`config.mk`:
```
export PLATFORM = sky130hd
export DESIGN_NAME = ext_mem_arbiter
export DESIGN_NICKNAME = d
export VERILOG_FILES = /design/src/rtl/cc_itf_pkg.sv /design/src/rtl/ext_mem_arbiter_rr_pick.sv /design/src/rtl/ext_mem_arbiter.sv
export SDC_FILE = /design/constraint.sdc
export NUM_CORES = 1
export LEC_CHECK = 0
export ABC_AREA = 1
export CORE_AREA = 8 8 77 130
export CTS_CLUSTER_DIAMETER = 50
export CTS_CLUSTER_SIZE = 12
export DETAILED_ROUTE_END_ITERATION = 10
export DIE_AREA = 0 0 85 138
export GPL_TIMING_DRIVEN = 1
export PLACE_DENSITY = 0.82
export SLEW_MARGIN = 40
export SYNTH_ARGS = -nofsm -noshare
export SYNTH_HDL_FRONTEND = slang
export SYNTH_SLANG_ARGS = --single-unit
```
`constraint.sdc`:
```
create_clock -name clk_i -period 2.18 [get_ports clk_i]
set_input_delay 0.218 -clock clk_i [delete_from_list [all_inputs] [get_ports clk_i]]
set_output_delay 0.218 -clock clk_i [all_outputs]
set_load 0.02 [all_outputs]
```
`src/rtl/cc_itf_pkg.sv`:
```
// rtl/cc_itf_pkg.sv - shared external-memory constants and request struct
package cc_itf_pkg;

  localparam logic [31:0] EXT_MEM_BASE = 32'h0000_1000;
  localparam logic [31:0] EXT_MEM_SIZE = 32'h0002_0000;
  localparam int          EXT_MEM_DW   = 32;
  localparam int          EXT_MEM_AW   = 32;

  typedef struct packed {
    logic                    we;
    logic [EXT_MEM_DW/8-1:0] be;
    logic [EXT_MEM_AW-1:0]   addr;
    logic [EXT_MEM_DW-1:0]   wdata;
  } ext_mem_req_t;

endpackage

```
`src/rtl/ext_mem_arbiter_rr_pick.sv`:
```
// rtl/ext_mem_arbiter_rr_pick.sv - wrap-around first-set search from a pointer
module rr_pick #(
  parameter int N  = 2,
  parameter int IW = $clog2(N)
) (
  input  logic [N-1:0]  req,
  input  logic [IW-1:0] ptr,
  output logic [N-1:0]  gnt,
  output logic [IW-1:0] idx,
  output logic          vld
);

  always_comb begin
    int j;
    j   = 0;
    gnt = '0;
    idx = '0;
    vld = 1'b0;
    for (int i = 0; i < N; i++) begin
      j = int'(ptr) + i;
      if (j >= N) j = j - N;
      if (!vld && req[j]) begin
        vld    = 1'b1;
        gnt[j] = 1'b1;
        idx    = IW'(j);
      end
    end
  end

endmodule

```
`src/rtl/ext_mem_arbiter.sv`:
```
// rtl/ext_mem_arbiter.sv - round-robin sharing of one external memory port; EXT_MEM_ARB_PRIO0_EN gives requester 0 strict priority
module ext_mem_arbiter
  import cc_itf_pkg::*;
#(
  parameter int          NUM_REQ    = 2,
  parameter int          DATA_WIDTH = 32,
  parameter int          ADDR_WIDTH = 32,
  parameter logic [31:0] BASE_ADDR  = EXT_MEM_BASE,
  parameter logic [31:0] MEM_SIZE   = EXT_MEM_SIZE
) (
  input  logic                              clk_i,
  input  logic                              rst_i,
  input  logic [NUM_REQ-1:0]                req_i,
  input  logic [NUM_REQ-1:0]                we_i,
  input  logic [NUM_REQ*DATA_WIDTH/8-1:0]   be_i,
  input  logic [NUM_REQ*ADDR_WIDTH-1:0]     addr_i,
  input  logic [NUM_REQ*DATA_WIDTH-1:0]     wdata_i,
  output logic [NUM_REQ-1:0]                gnt_o,
  output logic [NUM_REQ-1:0]                rvalid_o,
  output logic [DATA_WIDTH-1:0]             rdata_o,
  output logic                              err_o,
  output logic                              mem_en_o,
  output logic                              mem_we_o,
  output logic [DATA_WIDTH/8-1:0]           mem_be_o,
  output logic [$clog2(MEM_SIZE)-1:0]       mem_addr_o,
  output logic [DATA_WIDTH-1:0]             mem_wdata_o,
  input  logic [DATA_WIDTH-1:0]             mem_rdata_i
);

  localparam int IW = $clog2(NUM_REQ);
  localparam int MW = $clog2(MEM_SIZE);
  localparam int BW = DATA_WIDTH / 8;

  logic [IW-1:0]         ptr, rr_idx, win_idx;
  logic [NUM_REQ-1:0]    rr_req, rr_gnt, win_gnt;
  logic                  rr_vld, win_vld, ptr_adv, grant;
  logic                  sel_we;
  logic [BW-1:0]         sel_be;
  logic [ADDR_WIDTH-1:0] sel_addr, off;
  logic [DATA_WIDTH-1:0] sel_wdata;
  logic                  in_win;
  logic [IW-1:0]         rsp_idx;
  logic                  rsp_vld, rsp_err, rsp_rd, rsp_live;

  rr_pick #(.N(NUM_REQ), .IW(IW)) u_pick (
    .req (rr_req),
    .ptr (ptr),
    .gnt (rr_gnt),
    .idx (rr_idx),
    .vld (rr_vld)
  );

`ifdef EXT_MEM_ARB_PRIO0_EN
  // requester 0 is masked out of the rotation so ptr only tracks the others
  assign rr_req = {req_i[NUM_REQ-1:1], 1'b0};

  always_comb begin
    if (req_i[0]) begin
      win_gnt = NUM_REQ'(1);
      win_idx = '0;
      win_vld = 1'b1;
    end else begin
      win_gnt = rr_gnt;
      win_idx = rr_idx;
      win_vld = rr_vld;
    end
  end

  assign ptr_adv = rr_vld & ~req_i[0];
`else
  assign rr_req  = req_i;
  assign win_gnt = rr_gnt;
  assign win_idx = rr_idx;
  assign win_vld = rr_vld;
  assign ptr_adv = rr_vld;
`endif

  assign grant = win_vld & ~rst_i;
  assign gnt_o = grant ? win_gnt : '0;

  always_comb begin
    sel_we    = 1'b0;
    sel_be    = '0;
    sel_addr  = '0;
    sel_wdata = '0;
    for (int i = 0; i < NUM_REQ; i++) begin
      if (win_idx == IW'(i)) begin
        sel_we    = we_i[i];
        sel_be    = be_i[i*BW +: BW];
        sel_addr  = addr_i[i*ADDR_WIDTH +: ADDR_WIDTH];
        sel_wdata = wdata_i[i*DATA_WIDTH +: DATA_WIDTH];
      end
    end
  end

  // addresses below the window wrap to huge offsets, so one compare covers both sides
  assign off    = sel_addr - ADDR_WIDTH'(BASE_ADDR);
  assign in_win = off < ADDR_WIDTH'(MEM_SIZE);

  assign mem_en_o    = grant & in_win;
  assign mem_we_o    = grant & in_win & sel_we;
  assign mem_be_o    = grant ? sel_be : '0;
  assign mem_addr_o  = grant ? off[MW-1:0] : '0;
  assign mem_wdata_o = grant ? sel_wdata : '0;

  always_ff @(posedge clk_i) begin
    if (rst_i) begin
      ptr     <= '0;
      rsp_vld <= 1'b0;
      rsp_err <= 1'b0;
      rsp_rd  <= 1'b0;
      rsp_idx <= '0;
    end else begin
      rsp_vld <= grant;
      if (grant) begin
        rsp_idx <= win_idx;
        rsp_err <= ~in_win;
        rsp_rd  <= ~sel_we;
      end
      if (ptr_adv) begin
        ptr <= (rr_idx == IW'(NUM_REQ - 1)) ? '0 : rr_idx + 1'b1;
      end
    end
  end

  // a response pending when reset rises must not leak out during the reset cycle
  assign rsp_live = rsp_vld & ~rst_i;

  always_comb begin
    rvalid_o = '0;
    for (int i = 0; i < NUM_REQ; i++) begin
      if (rsp_idx == IW'(i)) rvalid_o[i] = rsp_live;
    end
  end

  assign rdata_o = (rsp_live & ~rsp_err & rsp_rd) ? mem_rdata_i : '0;
  assign err_o   = rsp_live & rsp_err;

endmodule

```
==> impl_metrics.toml <==
[status]
status = "complete, but fails checks"
failed_checks = "negative setup slack"

[global_routing]
global_route.overflow_total = 0
grt_pass1_wl_um = 22000
grtUsageMet2_pct = 46.0
grt_antenna_before_repair = 0
grt_pass1_vias = 4302
top_usage_layer = "met2"
global_route.usage.met3_pct = 6.35
grtUsageMet1_pct = 21.2
pin_count_of_the_biggest_net_entering_global_routing = 51
gr-usage-all-layers_pct = 23.2

[floorplan]
floorplan.die_area_mm2 = 0.0117
width_of_the_die_um = 85
design.core.area_mm2 = 0.00820
initial_utilization_pct = 27.3
die_height_um = 138
ioPinCount = 266
rows = 44

[synth]
synthesized_area_divided_by_synthesized_cell_count_um2 = 4.67
postSynthNetCount = 654
synth_seq_cells = 5
ys_seq_area_share_pct = 4.47
syn-cell-area_mm2 = 0.00224
synth-warning-count = 0
syn_inst = 479
synthDistinctLibCells = 26

[power]
ir_drop_mv = 0.205
reported_leakage_power_nw = 2.99
p_per_area_mw_per_mm2 = 282
total_power_of_the_final_layout_mw = 1.60

[min_path]
min_path_type = "reg2reg"

[timing]
finalWorstSetupSlack_ps = -257
finalSetupViolCount = 17
number_of_pins_exceeding_their_max_slew_limit_in_the_final_report = 0
final_min_period_over_clock_period_pct = 112
hold_ws_ps = 480
setup_tns_ps = -1260
worst_clock_skew_ps = 0.0736
grt_setup_unrepaired = "true"
achievable-frequency_mhz = 410
worstMarginPinSlew_ps = 439
post-route-min-period_ps = 2440
max-slew-margin-rel_pct = 70.5
timing_hold_violations_final = 0

[route]
routed_wire_length_per_instance_um = 16.4
drc_errors = 0
antenna_left = 0
violation_count_after_the_first_detailed_route_iteration = 103
route.final.wire_length_um = 14300
vias = 4109
post_drt_via_cell_ratio = 4.74
pre_antenna_drt_iters = 4

[placed_design]
numPlacedInstances = 856
input_output_buffers = 265
gpl.final_weighted_congestion = 0.878
place_ws_ps = -966
place.detailed.hpwl_um = 12100

[layout]
area_of_the_multi_input_gates_mm2 = 0.00193
seq_area_um2 = 101
layout-drive-gt1-share_pct = 17.2
fillerInstances = 700
syn_to_final_growth_pct = 154
number_of_nets_in_the_layout = 951
fin_cells = 867
antenna_cells = 0

[critical_path]
required_ps = 1960
setup.worst_path.class = "reg2out"
critPathMaxFanout = 8
worst_setup_path_start_kind = "flip-flop"
end_kind = "primary output"
worst-endpoint-arrival_ps = 2220

[cts]
clk_latency_ps = 230
clk_pin_slew_ps = 30
cts-buffers-inserted = 3
clock_tree_from_tritoncts = "done"
ctsRootBufferMaster = "sky130_fd_sc_hd__clkbuf_16"
cts_buffer_depth = 2
clock-sinks = 5
htree_levels = 1

[flow_run]
cap_viol_max_count = 0
## synthesized netlist by cell type, drive strengths merged
cell,n,area (um2)
nor2,166,658
nand2,90,440
inv,84,315
o21ai,55,275
nand3,30,170
clkbuf,19,71.3
nand4,6,37.5
a21oi,5,25.0
dfxtp,5,100
nand3b,5,37.5
nor3,4,20.0
buf,3,30.0
or2,2,12.5
a211oi,1,7.51
and2,1,6.26
ha,1,12.5
mux2i,1,10.0
o21bai,1,7.51
## area by class of cell
type,count,share of cell area (%)
inverters,84,5.56
repair buffers,314,55.2
flip-flops and latches,5,1.79
multi-input cells,368,34.0
well taps,92,2.03
clock buffers,4,1.39
## metrics by stage
step | utilization (%) | instance area (um2)
2_1_floorplan | - | 2240
3_3_place_gp | 64.7 | 5310
3_5_place_dp | 64.7 | 5310
4_1_cts | 66.6 | 5470
5_1_grt | 69.1 | 5670
6_report | 69.1 | 5670
## routing by layer
layer  share of wire [%]  vias to the layer above  wire length, um
met5                   0                        -                0
met4                 3.5                        0              503
met3                 6.9                       36              983
met2                  57                      185             8110
met1                  33                     1840             4670
li1                    -                     2048                -
## worst max-delay path, stage by stage (launching register included)
cell and delay [ps]:
sky130_fd_sc_hd__dfxtp_2 330, sky130_fd_sc_hd__inv_2 50, sky130_fd_sc_hd__nand2_4 80, sky130_fd_sc_hd__buf_12 130
sky130_fd_sc_hd__buf_6 100, sky130_fd_sc_hd__nand3_4 70, sky130_fd_sc_hd__nand2_4 120, sky130_fd_sc_hd__nand2_2 80
sky130_fd_sc_hd__nor2_4 170, sky130_fd_sc_hd__nand2_4 90, sky130_fd_sc_hd__nand2_2 70, sky130_fd_sc_hd__nand3_2 90
sky130_fd_sc_hd__nor2_2 120, sky130_fd_sc_hd__nand2_1 70, sky130_fd_sc_hd__nor2_2 90, sky130_fd_sc_hd__nand3_2 100
sky130_fd_sc_hd__nor2_2 110, sky130_fd_sc_hd__buf_6 120
## registers in the layout (all words and copies together), names as in the netlist
register / count
ptr: 1
rsp_err: 1
rsp_idx: 1
rsp_rd: 1
rsp_vld: 1
## kinds of logic (layout without fill, tap and decap cells)
| family | count (synthesis) | after routing | synth area share (%) |
|---|---|---|---|
| multiplexers | 1 | 1 | 0.447 |
| AND/OR/NAND/NOR | 304 | 304 | 61.8 |
| adder cells (fa/ha/maj) | 1 | 1 | 0.559 |
| AO/OA/AOI/OAI | 62 | 62 | 14.1 |
| flip-flops | 5 | 5 | 4.47 |
| buffers and inverters | 106 | 402 | 18.6 |
## placed cells by master (no fill, tap or decap)
cell type	instances
sky130_fd_sc_hd__o21bai_4	1
sky130_fd_sc_hd__nand2_2	19
sky130_fd_sc_hd__inv_1	79
sky130_fd_sc_hd__a211oi_1	1
sky130_fd_sc_hd__nor2_2	11
sky130_fd_sc_hd__and2_1	1
sky130_fd_sc_hd__buf_6	7
sky130_fd_sc_hd__dfxtp_1	4
sky130_fd_sc_hd__buf_4	38
sky130_fd_sc_hd__ha_4	1
sky130_fd_sc_hd__dlymetal6s2s_1	15
sky130_fd_sc_hd__a21oi_1	5
sky130_fd_sc_hd__clkbuf_16	3
sky130_fd_sc_hd__clkbuf_1	1
sky130_fd_sc_hd__nand3_2	9
sky130_fd_sc_hd__mux2i_1	1
sky130_fd_sc_hd__nand3_1	19
sky130_fd_sc_hd__or2_2	2
sky130_fd_sc_hd__buf_8	1
sky130_fd_sc_hd__nand2_8	2
sky130_fd_sc_hd__nand4_1	6
sky130_fd_sc_hd__nor3_1	4
sky130_fd_sc_hd__o21ai_0	52
sky130_fd_sc_hd__nand2_1	56
sky130_fd_sc_hd__clkbuf_2	1
sky130_fd_sc_hd__nand3_4	2
sky130_fd_sc_hd__dlygate4sd2_1	34
sky130_fd_sc_hd__nor2_4	9
sky130_fd_sc_hd__o21ai_1	3
sky130_fd_sc_hd__nand2_4	13
sky130_fd_sc_hd__dfxtp_2	1
sky130_fd_sc_hd__nor2_1	146
sky130_fd_sc_hd__nand3b_1	5
sky130_fd_sc_hd__clkdlybuf4s50_1	210
sky130_fd_sc_hd__buf_12	8
sky130_fd_sc_hd__inv_2	5
## where the power goes
part	switching (mW)	internal, mW
sequential	0.00379	0.0992
clock	0.0602	0.242
combinational	0.559	0.632
total	0.623	0.974
## worst paths after layout
| kind | from | to | slack (ps) | depth (start not counted) |
|---|---|---|---|---|
| worst max-delay path | ptr | mem_we_o | -260 | 17 |
| worst min-delay path | rsp_idx | rsp_idx | 480 | 2 |
| worst max register to register | ptr | rsp_err | -180 | 20 |
| worst min register to register | rsp_idx | rsp_idx | 480 | 2 |
## repair_timing
item | in CTS | in global routing
pin swaps | 16 | 19
resized for setup | 83 | 50
hold buffers | 0 | 0
buffers inserted | 2 | 5
setup endpoints to repair | 89 | 55
Power figures use the tool's default switching activity.
